$ cat src/rtl/branch_resolve_unit_pkg.sv
// Shared types and helpers for the branch predictor.
// The PHT uses 2-bit saturating counters; bit 1 of a counter is the taken prediction.
package branch_resolve_unit_pkg;

  typedef enum logic [1:0] {
    SNT = 2'b00,
    WNT = 2'b01,
    WT  = 2'b10,
    ST  = 2'b11
  } pht_state_t;

  function automatic pht_state_t sat_inc(input pht_state_t s);
    case (s)
      SNT:     return WNT;
      WNT:     return WT;
      default: return ST;
    endcase
  endfunction

  function automatic pht_state_t sat_dec(input pht_state_t s);
    case (s)
      ST:      return WT;
      WT:      return WNT;
      default: return SNT;
    endcase
  endfunction

endpackage

$ cat src/rtl/branch_resolve_unit_pht_table.sv
// Pattern history table: one combinational lookup port and one synchronous
// training port that applies a saturating step to the addressed counter.
module branch_resolve_unit_pht_table
  import branch_resolve_unit_pkg::*;
#(
  parameter int         IDX_W      = 6,
  parameter pht_state_t INIT_STATE = WNT
) (
  input  logic             clk_i,
  input  logic             rst_i,
  input  logic [IDX_W-1:0] rd_idx_i,
  output pht_state_t       rd_state_o,
  input  logic             wr_en_i,
  input  logic [IDX_W-1:0] wr_idx_i,
  input  logic             wr_taken_i
);

  localparam int DEPTH = 2 ** IDX_W;

  pht_state_t entries_q [DEPTH];

  // No bypass: a lookup that collides with training sees the old value.
  assign rd_state_o = entries_q[rd_idx_i];

  always_ff @(posedge clk_i) begin
    if (!rst_i) begin
      for (int i = 0; i < DEPTH; i++) begin
        entries_q[i] <= INIT_STATE;
      end
    end else if (wr_en_i) begin
      entries_q[wr_idx_i] <= wr_taken_i ? sat_inc(entries_q[wr_idx_i])
                                        : sat_dec(entries_q[wr_idx_i]);
    end
  end

endmodule

$ cat src/rtl/branch_resolve_unit.sv
// Branch resolution: PHT lookup for ID, mispredict detection, redirect and
// training for EX, plus saturating branch / mispredict statistics.
module branch_resolve_unit
  import branch_resolve_unit_pkg::*;
#(
  parameter int         IDX_W      = 6,
  parameter int         CNT_W      = 32,
  parameter logic [1:0] INIT_STATE = 2'b01
) (
  input  logic             clk_i,
  input  logic             rst_i,
  input  logic             id_branch_i,
  input  logic [31:0]      id_pc_i,
  output logic             predict_taken_o,
  input  logic             ex_branch_i,
  input  logic             ex_predict_taken_i,
  input  logic             ex_taken_i,
  input  logic [31:0]      ex_pc_i,
  input  logic [31:0]      ex_pc_otherwise_i,
  output logic             flush_o,
  output logic             redirect_valid_o,
  output logic [31:0]      redirect_pc_o,
  output logic [CNT_W-1:0] branch_cnt_o,
  output logic [CNT_W-1:0] mispredict_cnt_o
);

  logic [IDX_W-1:0] rd_idx;
  logic [IDX_W-1:0] wr_idx;
  pht_state_t       rd_state;
  logic             mispredict;

  logic [CNT_W-1:0] branch_cnt_q,     branch_cnt_d;
  logic [CNT_W-1:0] mispredict_cnt_q, mispredict_cnt_d;

  // Word-aligned PCs: byte offset and bits above the index take no part.
  assign rd_idx = id_pc_i[IDX_W+1:2];
  assign wr_idx = ex_pc_i[IDX_W+1:2];

  logic unused_pc_bits;
  assign unused_pc_bits = ^{id_pc_i[31:IDX_W+2], id_pc_i[1:0],
                            ex_pc_i[31:IDX_W+2], ex_pc_i[1:0]};

  branch_resolve_unit_pht_table #(
    .IDX_W      (IDX_W),
    .INIT_STATE (pht_state_t'(INIT_STATE))
  ) u_pht (
    .clk_i      (clk_i),
    .rst_i      (rst_i),
    .rd_idx_i   (rd_idx),
    .rd_state_o (rd_state),
    .wr_en_i    (ex_branch_i),
    .wr_idx_i   (wr_idx),
    .wr_taken_i (ex_taken_i)
  );

  assign predict_taken_o = id_branch_i & rd_state[1];

  assign mispredict       = ex_branch_i & (ex_taken_i != ex_predict_taken_i);
  assign flush_o          = rst_i & mispredict;
  assign redirect_valid_o = flush_o;
  assign redirect_pc_o    = flush_o ? ex_pc_otherwise_i : 32'd0;

  always_comb begin
    branch_cnt_d     = branch_cnt_q;
    mispredict_cnt_d = mispredict_cnt_q;
    if (ex_branch_i && (branch_cnt_q != {CNT_W{1'b1}})) begin
      branch_cnt_d = branch_cnt_q + CNT_W'(1);
    end
    if (mispredict && (mispredict_cnt_q != {CNT_W{1'b1}})) begin
      mispredict_cnt_d = mispredict_cnt_q + CNT_W'(1);
    end
  end

  always_ff @(posedge clk_i) begin
    if (!rst_i) begin
      branch_cnt_q     <= '0;
      mispredict_cnt_q <= '0;
    end else begin
      branch_cnt_q     <= branch_cnt_d;
      mispredict_cnt_q <= mispredict_cnt_d;
    end
  end

  assign branch_cnt_o     = branch_cnt_q;
  assign mispredict_cnt_o = mispredict_cnt_q;

endmodule

$ cat config.mk
export PLATFORM = sky130hd
export DESIGN_NAME = branch_resolve_unit
export DESIGN_NICKNAME = d
export VERILOG_FILES = /design/src/rtl/branch_resolve_unit_pkg.sv /design/src/rtl/branch_resolve_unit_pht_table.sv /design/src/rtl/branch_resolve_unit.sv
export SDC_FILE = /design/constraint.sdc
export NUM_CORES = 1
export LEC_CHECK = 0
export BUFFER_PORTS_ARGS = -buffer_cell sky130_fd_sc_hd__buf_2
export CORE_MARGIN = 3
export CORE_UTILIZATION = 45
export CTS_BUF_LIST = sky130_fd_sc_hd__clkbuf_16
export DETAILED_ROUTE_END_ITERATION = 10
export HOLD_SLACK_MARGIN = 0.05
export PLACE_DENSITY = 0.67
export SYNTH_ARGS = -nofsm -noshare
export SYNTH_HDL_FRONTEND = slang
export SYNTH_SLANG_ARGS = --single-unit
$ cat constraint.sdc
create_clock -name clk_i -period 3.6 [get_ports clk_i]
set_input_delay 0.18 -clock clk_i [delete_from_list [all_inputs] [get_ports clk_i]]
set_output_delay 0.18 -clock clk_i [all_outputs]
set_load 0.01 [all_outputs]
==> metrics.cfg, run 1 <==
[synth]
yosysWarnings=0
synth_edf_count=128
synthArstFlopShare_pct=0
syn_inst=1001
avgSynthCellArea_sq_um=10.2
ys_ff_latch=192
syn_nets=1105
synth_flop_cell=edfxtp_1
synth_area_leaders=edfxtp_1, dfxtp_1, mux4_2
synth_top_area_share_pct=37.6
synth_cell_types=62
synth_top_area_cell=edfxtp_1
ys_seq_area_share_pct=50.1
syn-cell-area_sq_um=10200

[cts]
cts_resized=0
clock_sinks=192
holdBufCountCts=0
cts_buffer_depth=2
cts_max_level=4
clk_latency_ns=0.43
clk_pin_slew_worst_paths_ns=0.07
cts_buffers=17
cts_tree=yes
cts_setup_buffers=0
cts-root-buf=clkbuf_16

[timing]
timing.final.crit_share_pct=86.9
holdWs_ns=0.128
tns_ns=0
fin_ws_ns=0.470
skew_ns=0.0157
setup_violations=0
hold_viol=0
rsz0062_at_grt=no
period_needed_ns=3.13
clock.fmax_mhz=320
slew_headroom_pct=36.3
worst_pin_slew_ns=0.951
slew_violations=0

[floorplanning]
start_util_pct=46.3
die_width_um=157
die_y_um=157
die_area_sq_um=24600
rows=54
pin_count=201
core_sq_um=22100

[detailed_routing]
ant_nets=0
drcViolationCount=0
wl_per_cell_um=17.9
wl_um=25500
drt_iter0_markers=728
viasPerCell=5.69
vias=8097
first_pass_iters=5

[placement]
io_buffers=148
pre_cts_slack_ns=0.219
place_area_sq_um=11300
gp_congestion=0.871
dp.final_hpwl_um=18100

[cells_and_area]
drive_above_1_share_pct=25.6
nNetsFinal=1235
antenna_cells=0
area_delta_synth_final_pct=15.6
multi_input_area_sq_um=4680
seq_area_sq_um=5120
final_cell_area_sq_um=11800
nFillCells=1913

[worst_setup_path]
crit_family=multiplexers
crit_type=reg -> reg
cp.required_ns=3.75
slowest_stage=mux4_2
path_cells=mux4_2 > mux2_2 > a22oi_1 > o211ai_1 > nor4_2 > maj3_2 > buf_4 > nand3_1
crit_path_end_kind=flip-flop
slowest_delay_ns=0.51
crit_buf_inv=1
cp-start-kind=flip-flop
worstPathArrival_ns=3.28
critPathMaxFanout=34

[global_routing]
grt_pass1_wl_um=40300
antenna_found_initial=0
grt_usage_pct=20.8
grt_overflow=0
grt_max_degree=35
grt_pass1_vias=7528

[pwr]
internal-power_mw=3.51
peakVddDrop_v=0.000314
p_seq_share_pct=51.1
clockPowerShare_pct=37.9
p_leak_nw=4.28
finalPower_mw=4.71
pwr_density_cell_nw_per_um2=399
combPwrFrac_pct=11.0
power.switching_mw=1.20
p_sw_share_pct=25.6

[flow_run]
drv_cap=0

[run_status]
status=finished clean

[min_path]
min_path_type=in -> reg

[sequential cells by signal, indices dropped and copies added, names as in the netlist]
signal / cells
u_pht.entries_q: 128
branch_cnt_o: 32
mispredict_cnt_o: 32
[placed cells by master, fill, tap and decap left out, types with 3 or more instances in the layout]
cell,count
nor2_1,120
clkinv_2,4
and2_1,41
nand3b_1,6
a221oi_1,5
mux4_2,34
edfxtp_1,128
xor2_1,16
inv_6,3
xnor2_1,34
or3_1,14
mux2i_1,18
nand2b_1,3
and4_1,9
buf_4,38
nand3_1,71
o211ai_1,3
nor4_1,5
nand3_2,17
mux2_2,9
o21ai_0,30
inv_4,3
dfxtp_1,64
and3_1,13
nand2_1,147
nor3_1,38
a22oi_1,8
or4_1,3
buf_2,148
a21oi_1,22
nand4_1,13
clkbuf_16,18
inv_1,12
[metrics by stage]
step                std cells  utilization [%]
floorplan                1001                -
global placement         1392             51.0
detailed placement       1392             51.0
CTS                      1424             53.5
global route             1424             53.5
finish                   1424             53.5
[cell families after synthesis]
group / count (synthesis) / synth area share, %
mux: 62 / 10.5
flops: 192 / 50.1
simple gates: 516 / 24.9
fa+ha+maj: 4 / 0.453
compound gates: 88 / 5.40
buf+inv: 89 / 4.39
xor+xnor: 50 / 4.28
[power by group through the flow]
stage	clock network, mW	registers, mW	logic (mW)
finish	1.79	2.41	0.520
floorplan	0	2.45	0.365
global placement	0	2.45	0.512
CTS	1.82	2.41	0.518
global route	1.91	2.41	0.560
detailed placement	0	2.46	0.516
[synthesized netlist by cell type (all sizes together), types with 3 or more instances]
master    n
o21ai    30
edfxtp  128
mux4     35
nand3b    6
nand2   147
xnor2    34
inv      11
nand4    13
nor4      6
nand2b    3
a21oi    22
and2     41
mux2i    18
xor2     16
o211ai    3
nand3    88
and4      9
or3      14
a221oi    5
or4       3
buf      34
mux2      9
dfxtp    64
clkbuf   43
a22oi     8
and3     13
nor2    121
nor3     40
[layout make-up]
class                   instances  share of cell area [%]
clock buffers                  18                    3.81
clock inverters                14                   0.889
inverters                      12                   0.381
multi-input cells             720                    39.6
flip-flops and latches        192                    43.4
well taps                     280                    2.96
repair buffers                188                    9.02
[routing by layer]
| metal | GRT usage (%) | vias up | share of wire (%) |
|---|---|---|---|
| li1 | - | 3862 | - |
| met1 | 28.5 | 3874 | 43 |
| met2 | 34.7 | 331 | 49 |
| met3 | 3.51 | 30 | 7.3 |
| met4 | 5.21 | 0 | 1.2 |
| met5 | 0 | - | 0 |
[worst paths after layout]
kind | depth (start not counted) | startpoint | to | slack [ns]
min | 2 | rst_i | mispredict_cnt_o[22]$_SDFFE_PN0P_ | 0.13
min reg2reg | 2 | mispredict_cnt_o[31]$_SDFFE_PN0P_ | mispredict_cnt_o[31]$_SDFFE_PN0P_ | 0.51
max | 8 | u_pht.entries_q[34][1]$_SDFFCE_PN0P_ | u_pht.entries_q[56][0]$_SDFFCE_PN1P_ | 0.47
max reg2reg | 8 | u_pht.entries_q[34][1]$_SDFFCE_PN0P_ | u_pht.entries_q[56][0]$_SDFFCE_PN1P_ | 0.47
No activity file was read; power rests on OpenSTA's default activity.
==> run 2: changes to the inputs <==
Settings changed: ABC_AREA from default to 1, PLACE_DENSITY 0.67 to 0.66.
==> run 2 against run 1 <==
Against the previous run:
- clock power is 5% higher
- clock skew is 0.0030 ns lower
- maximum frequency is 26% higher
- area after synthesis is 12% higher
- largest power group unchanged
- total power is 3.7% higher
- die area is 11% higher
- flip-flop and latch count stayed put
==> metrics.cfg, run 2 <==
[floorplanning]
pin_count=201
rows=57
start_util_pct=46.4
die_area_sq_um=27300
die_width_um=165
die_y_um=165
core_sq_um=24600

[worst_setup_path]
crit_type=reg -> reg
slowest_stage=inv_1
crit_buf_inv=2
crit_path_end_kind=flip-flop
cp-start-kind=flip-flop
path_common_cell=nand2_1
worstPathArrival_ns=2.86
critPathMaxFanout=29
slowest_delay_ns=0.64
cp.required_ns=3.97
path_cells=ha_1 > nand3_1 > inv_1 > nand2_1 > nor2_1 > nand2_1 > nand2_1 > inv_1 > nand2_1 > o21ai_0 > nand2_1 > nor2_1
crit_family=simple AND/OR/NAND/NOR gates

[cts]
cts_tree=yes
cts_resized=0
cts_setup_buffers=0
clock_sinks=192
holdBufCountCts=0
clk_pin_slew_worst_paths_ns=0.07
cts_buffers=17
clk_latency_ns=0.44
cts-root-buf=clkbuf_16
cts_max_level=4
cts_buffer_depth=2

[synth]
syn-cell-area_sq_um=11400
ys_ff_latch=192
synth_top_area_cell=edfxtp_1
synth_cell_types=39
synth_edf_count=128
avgSynthCellArea_sq_um=6.90
synthArstFlopShare_pct=0
synth_most_common_cell=nand2_1
syn_inst=1654
synth_common_cells=nand2_1, nor2_1, inv_1
ys_seq_area_share_pct=44.9
yosysWarnings=0
syn_nets=1758
synth_area_leaders=edfxtp_1, nand2_1, dfxtp_1
synth_top_area_share_pct=33.7
synth_flop_cell=edfxtp_1

[timing]
skew_ns=0.0126
setup_violations=0
slew_violations=0
slew_headroom_pct=28.9
hold_viol=0
worst_pin_slew_ns=1.06
timing.final.crit_share_pct=69.0
tns_ns=0
period_needed_ns=2.48
clock.fmax_mhz=403
rsz0062_at_grt=no

[detailed_routing]
highest_layer=met4
met3_length_um=2590
ant_nets=0
drt_iter0_markers=871
route.met2.wl_um=16000
first_pass_iters=5
vias=11000
drcViolationCount=0
wl_per_cell_um=15.7
m1WireLength_um=13600
viasPerCell=5.23
wl_um=33100

[cells_and_area]
layout_commonest_cell=nand2_1
fin_util_pct=52.7
drive_above_1_share_pct=12.0
final_cell_mix=nand2_1, nor2_1, inv_1, buf_2, nand3_1
seq_area_sq_um=5120
multi_input_area_sq_um=5060
largest-register=u_pht.entries_q
area_delta_synth_final_pct=13.6
largest_reg_flops=128
nNetsFinal=1870
antenna_cells=0
nFillCells=2451

[pwr]
p_sw_share_pct=28.0
combPwrFrac_pct=12.4
peakVddDrop_v=0.000285
internal-power_mw=3.52
p_seq_share_pct=49.2
power.switching_mw=1.37
pwr_density_cell_nw_per_um2=377
p_leak_nw=5.48
clockPowerShare_pct=38.5

[global_routing]
grt_pass1_wl_um=52000
grt_usage_pct=24.2
antenna_found_initial=0
grt_pass1_vias=10400
grt_max_degree=86
grt_overflow=0

[placement]
io_buffers=148
gp_congestion=0.874
dp.final_hpwl_um=21800

[run_status]
status=finished clean

[min_path]
min_path_type=in -> reg

[flow_run]
drv_cap=0

==> run 2: worst paths after layout <==
kind | from | end | slack [ns] | cells after the start
worst max-delay path | branch_cnt_o[0]$_SDFFE_PN0P_ | branch_cnt_o[8]$_SDFFE_PN0P_ | 1.12 | 12
worst min-delay path | rst_i | branch_cnt_o[8]$_SDFFE_PN0P_ | 0.08 | 3
worst max register to register | branch_cnt_o[0]$_SDFFE_PN0P_ | branch_cnt_o[8]$_SDFFE_PN0P_ | 1.12 | 12
worst min register to register | branch_cnt_o[3]$_SDFFE_PN0P_ | branch_cnt_o[3]$_SDFFE_PN0P_ | 0.49 | 2
==> run 2: cell families (layout without fill, tap and decap cells) <==
family                   after synthesis  after routing  share of synthesized area, %
AND/OR/NAND/NOR                      991            991                          35.3
buffers and inverters                302            427                          10.8
flip-flops                           192            192                          44.9
AO/OA/AOI/OAI                        139            139                          6.62
XOR/XNOR                              28             28                          2.15
adder cells (fa/ha/maj)                2              2                         0.219
==> run 2: metrics by stage <==
stage                     instance area, sq um  instances  power (mW)  hold slack, ns  worst slack [ns]
after floorplan                          11400       1654        2.85           0.447              1.69
after global placement                   12400       2071        3.04           0.477             0.801
after detailed placement                 12400       2071        3.05           0.481             0.773
after CTS                                13000       2103        4.90          0.0542              1.10
after global routing                     13000       2103        5.05          0.0836             0.745
final                                    13000       2103        4.89          0.0817              1.12
==> run 2: power by group through the flow <==
stage	logic (mW)	clock network (mW)	registers [mW]
after detailed placement	0.596	0	2.45
after global placement	0.588	0	2.45
after floorplan	0.406	0	2.45
after CTS	0.599	1.90	2.40
final	0.604	1.88	2.40
after global routing	0.663	1.98	2.41
==> run 2: cell type report <==
| type | instances | share of cell area, % |
|---|---|---|
| Inverter | 223 | 6.46 |
| Tap cell | 324 | 3.13 |
| Timing Repair Buffer | 172 | 7.41 |
| Clock inverter | 15 | 1.17 |
| Multi-Input combinational cell | 1160 | 39.0 |
| Sequential cell | 192 | 39.5 |
| Clock buffer | 17 | 3.28 |
==> run 2: tightest hold or removal path, cell delays in order <==
cell     delay (ns)
buf_4          0.18
nand2_1        0.08
nor2_1         0.03
==> run 2: metal layers <==
metal / up-vias / global-route usage (%)
li1: 5438 / -
met4: 0 / 8.08
met3: 59 / 4.51
met2: 404 / 41.3
met5: - / 0
met1: 5095 / 30.8
==> run 3: changes to the inputs <==
Clock period 3.6 ns to 2.3 ns, I/O delays scaled along.
==> run 3 against run 2 <==
Against the previous run:
- via count grew 1.4%
- maximum frequency grew 16%
- combinational power grew 72%
- count of clock-buffer cells in the layout is the same
- utilization grew 1.6 points
- flip-flop and latch count is the same
- critical path type unchanged
- critical endpoint is now u_pht.entries_q[20][1]$_SDFFCE_PN0P_
==> metrics.cfg, run 3 (synthesis results as in run 2) <==
[run_status]
status=finished clean

[timing]
hold_viol=0
clock.fmax_mhz=466
tns_ns=0
worst_pin_slew_ns=1.12
skew_ns=0.0149
slew_violations=0
slew_headroom_pct=25.3
timing.final.crit_share_pct=93.3
setup_violations=0
rsz0062_at_grt=no
period_needed_ns=2.15

[detailed_routing]
drt_iter0_markers=899
ant_nets=0
vias=11100
wl_per_cell_um=15.6
drcViolationCount=0
wl_um=33500
first_pass_iters=5
viasPerCell=5.20

[cells_and_area]
nFillCells=2416
layout_commonest_cell=nand2_1
stdcell_count=2145
area_delta_synth_final_pct=16.9
nNetsFinal=1912
final_cell_mix=nand2_1, nor2_1, inv_1, buf_2, nand3_1
antenna_cells=0
largest-register=u_pht.entries_q
drive_above_1_share_pct=14.2
largest_reg_flops=128

[cts]
cts_buffer_depth=2
cts_tree=yes
clock_sinks=192
cts_buffers=17
clk_pin_slew_worst_paths_ns=0.08
cts-root-buf=clkbuf_16
clk_latency_ns=0.44
cts_max_level=4

[worst_setup_path]
slowest_delay_ns=0.41
crit_type=reg -> reg
critPathMaxFanout=37
path_common_cell=nand2_1
slowest_stage=edfxtp_1
worstPathArrival_ns=2.33
cp.required_ns=2.48
path_cells=inv_1 > nand2_1 > nand3_1 > nand2_1 > o21ai_1 > nand2_1 > nor2_1 > nand2_1 > nand2_2 > nand2_1 > nand2_2 > buf_12 > nor2_1
crit_path_end_kind=flip-flop
cp-start-kind=flip-flop

[min_path]
min_path_type=in -> reg

[global_routing]
grt_pass1_vias=10300
antenna_found_initial=0
grt_overflow=0
grt_max_degree=96
grt_usage_pct=24.4
grt_pass1_wl_um=51800

[floorplanning]
die_width_um=165
die_area_sq_um=27300
rows=57
start_util_pct=46.4
die_y_um=165
core_sq_um=24600
pin_count=201

[placement]
dp.final_hpwl_um=22800
io_buffers=148
dpl.cell_count=2108
gp_congestion=0.886

[pwr]
p_seq_share_pct=50.0
internal-power_mw=5.43
p_leak_nw=5.69
combPwrFrac_pct=13.9
peakVddDrop_v=0.000517
clockPowerShare_pct=36.1
pwr_density_cell_nw_per_um2=564
p_sw_share_pct=27.8
power.switching_mw=2.09

[flow_run]
drv_cap=0

## run 3: cell types whose count changed in the layout (fill, tap and decap cells not counted), moves of 2 or more
cell,before,now
clkinv_4,5,3
buf_12,3,11
nor3_1,32,30
clkinvlp_4,3,9
nand2_1,518,516
buf_4,22,53
nand2_2,3,5
inv_8,3,0
nor3_2,1,3
clkinv_2,0,2
## run 3: routing by layer
| layer | GRT usage [%] | part of all wire (%) | wire, um |
|---|---|---|---|
| met1 | 31.6 | 42 | 14200 |
| met5 | 0 | 0 | 0 |
| met4 | 8.27 | 2.1 | 699 |
| met3 | 4.84 | 8.0 | 2670 |
| met2 | 40.6 | 48 | 16000 |
## run 3: power groups by stage
stage               logic [mW]  clock network, mW  registers (mW)
floorplan                0.635                  0            3.83
global placement          1.01                  0            3.83
detailed placement        1.02                  0            3.84
CTS                       1.02               2.74            3.76
global route              1.15               2.89            3.77
finish                    1.04               2.72            3.76
## run 3: through the flow
stage | setup slack (ns) | hold WS (ns) | utilization, % | cell area [sq um] | power, mW
finish | 0.155 | 0.253 | 54.2 | 13300 | 7.52
CTS | 0.0943 | 0.222 | 54.0 | 13300 | 7.52
global route | 0.0109 | 0.278 | 54.2 | 13300 | 7.81
floorplan | 0.391 | 0.317 | - | 11400 | 4.47
global placement | 0.0117 | 0.481 | 51.9 | 12800 | 4.84
detailed placement | 0.00973 | 0.487 | 51.9 | 12800 | 4.86
## run 3: final timing paths
| check | endpoint | slack, ns | from | depth (start not counted) |
|---|---|---|---|---|
| worst max-delay path | u_pht.entries_q[20][1]$_SDFFCE_PN0P_ | 0.15 | u_pht.entries_q[41][1]$_SDFFCE_PN0P_ | 13 |
| worst min-delay path | branch_cnt_o[0]$_SDFFE_PN0P_ | 0.25 | ex_branch_i | 4 |
| worst max register to register | u_pht.entries_q[20][1]$_SDFFCE_PN0P_ | 0.15 | u_pht.entries_q[41][1]$_SDFFCE_PN0P_ | 13 |
| worst min register to register | mispredict_cnt_o[21]$_SDFFE_PN0P_ | 0.51 | mispredict_cnt_o[21]$_SDFFE_PN0P_ | 2 |
## run 3: final cells by class
| type | instances | area (sq um) | share of cell area [%] |
|---|---|---|---|
| sequential | 192 | 5120 | 38.4 |
| multi-input combinational | 1160 | 5070 | 38.0 |
| timing repair buffer | 211 | 1350 | 10.1 |
| inverter | 223 | 845 | 6.33 |
| clock buffer | 17 | 425 | 3.19 |
| tap | 324 | 405 | 3.04 |
| clock inverter | 15 | 98.8 | 0.741 |
| timing repair inverter | 3 | 22.5 | 0.169 |
## run 3: worst max-delay path: cells and delay by family (launching register included)
kind                   cells  cell delay (ns)
flip-flops                 1             0.41
AND/OR/NAND/NOR           10             0.92
buffers and inverters      2             0.31
AO/OA/AOI/OAI              1             0.24
## run 3: repair_timing
| item | 4_1_cts | 5_1_grt |
|---|---|---|
| buffers inserted | 0 | 2 |
| hold buffers | 0 | 0 |
| setup endpoints to repair | 0 | 14 |
| resized for setup | 0 | 9 |
| endpoints found under the hold margin | 0 | 0 |
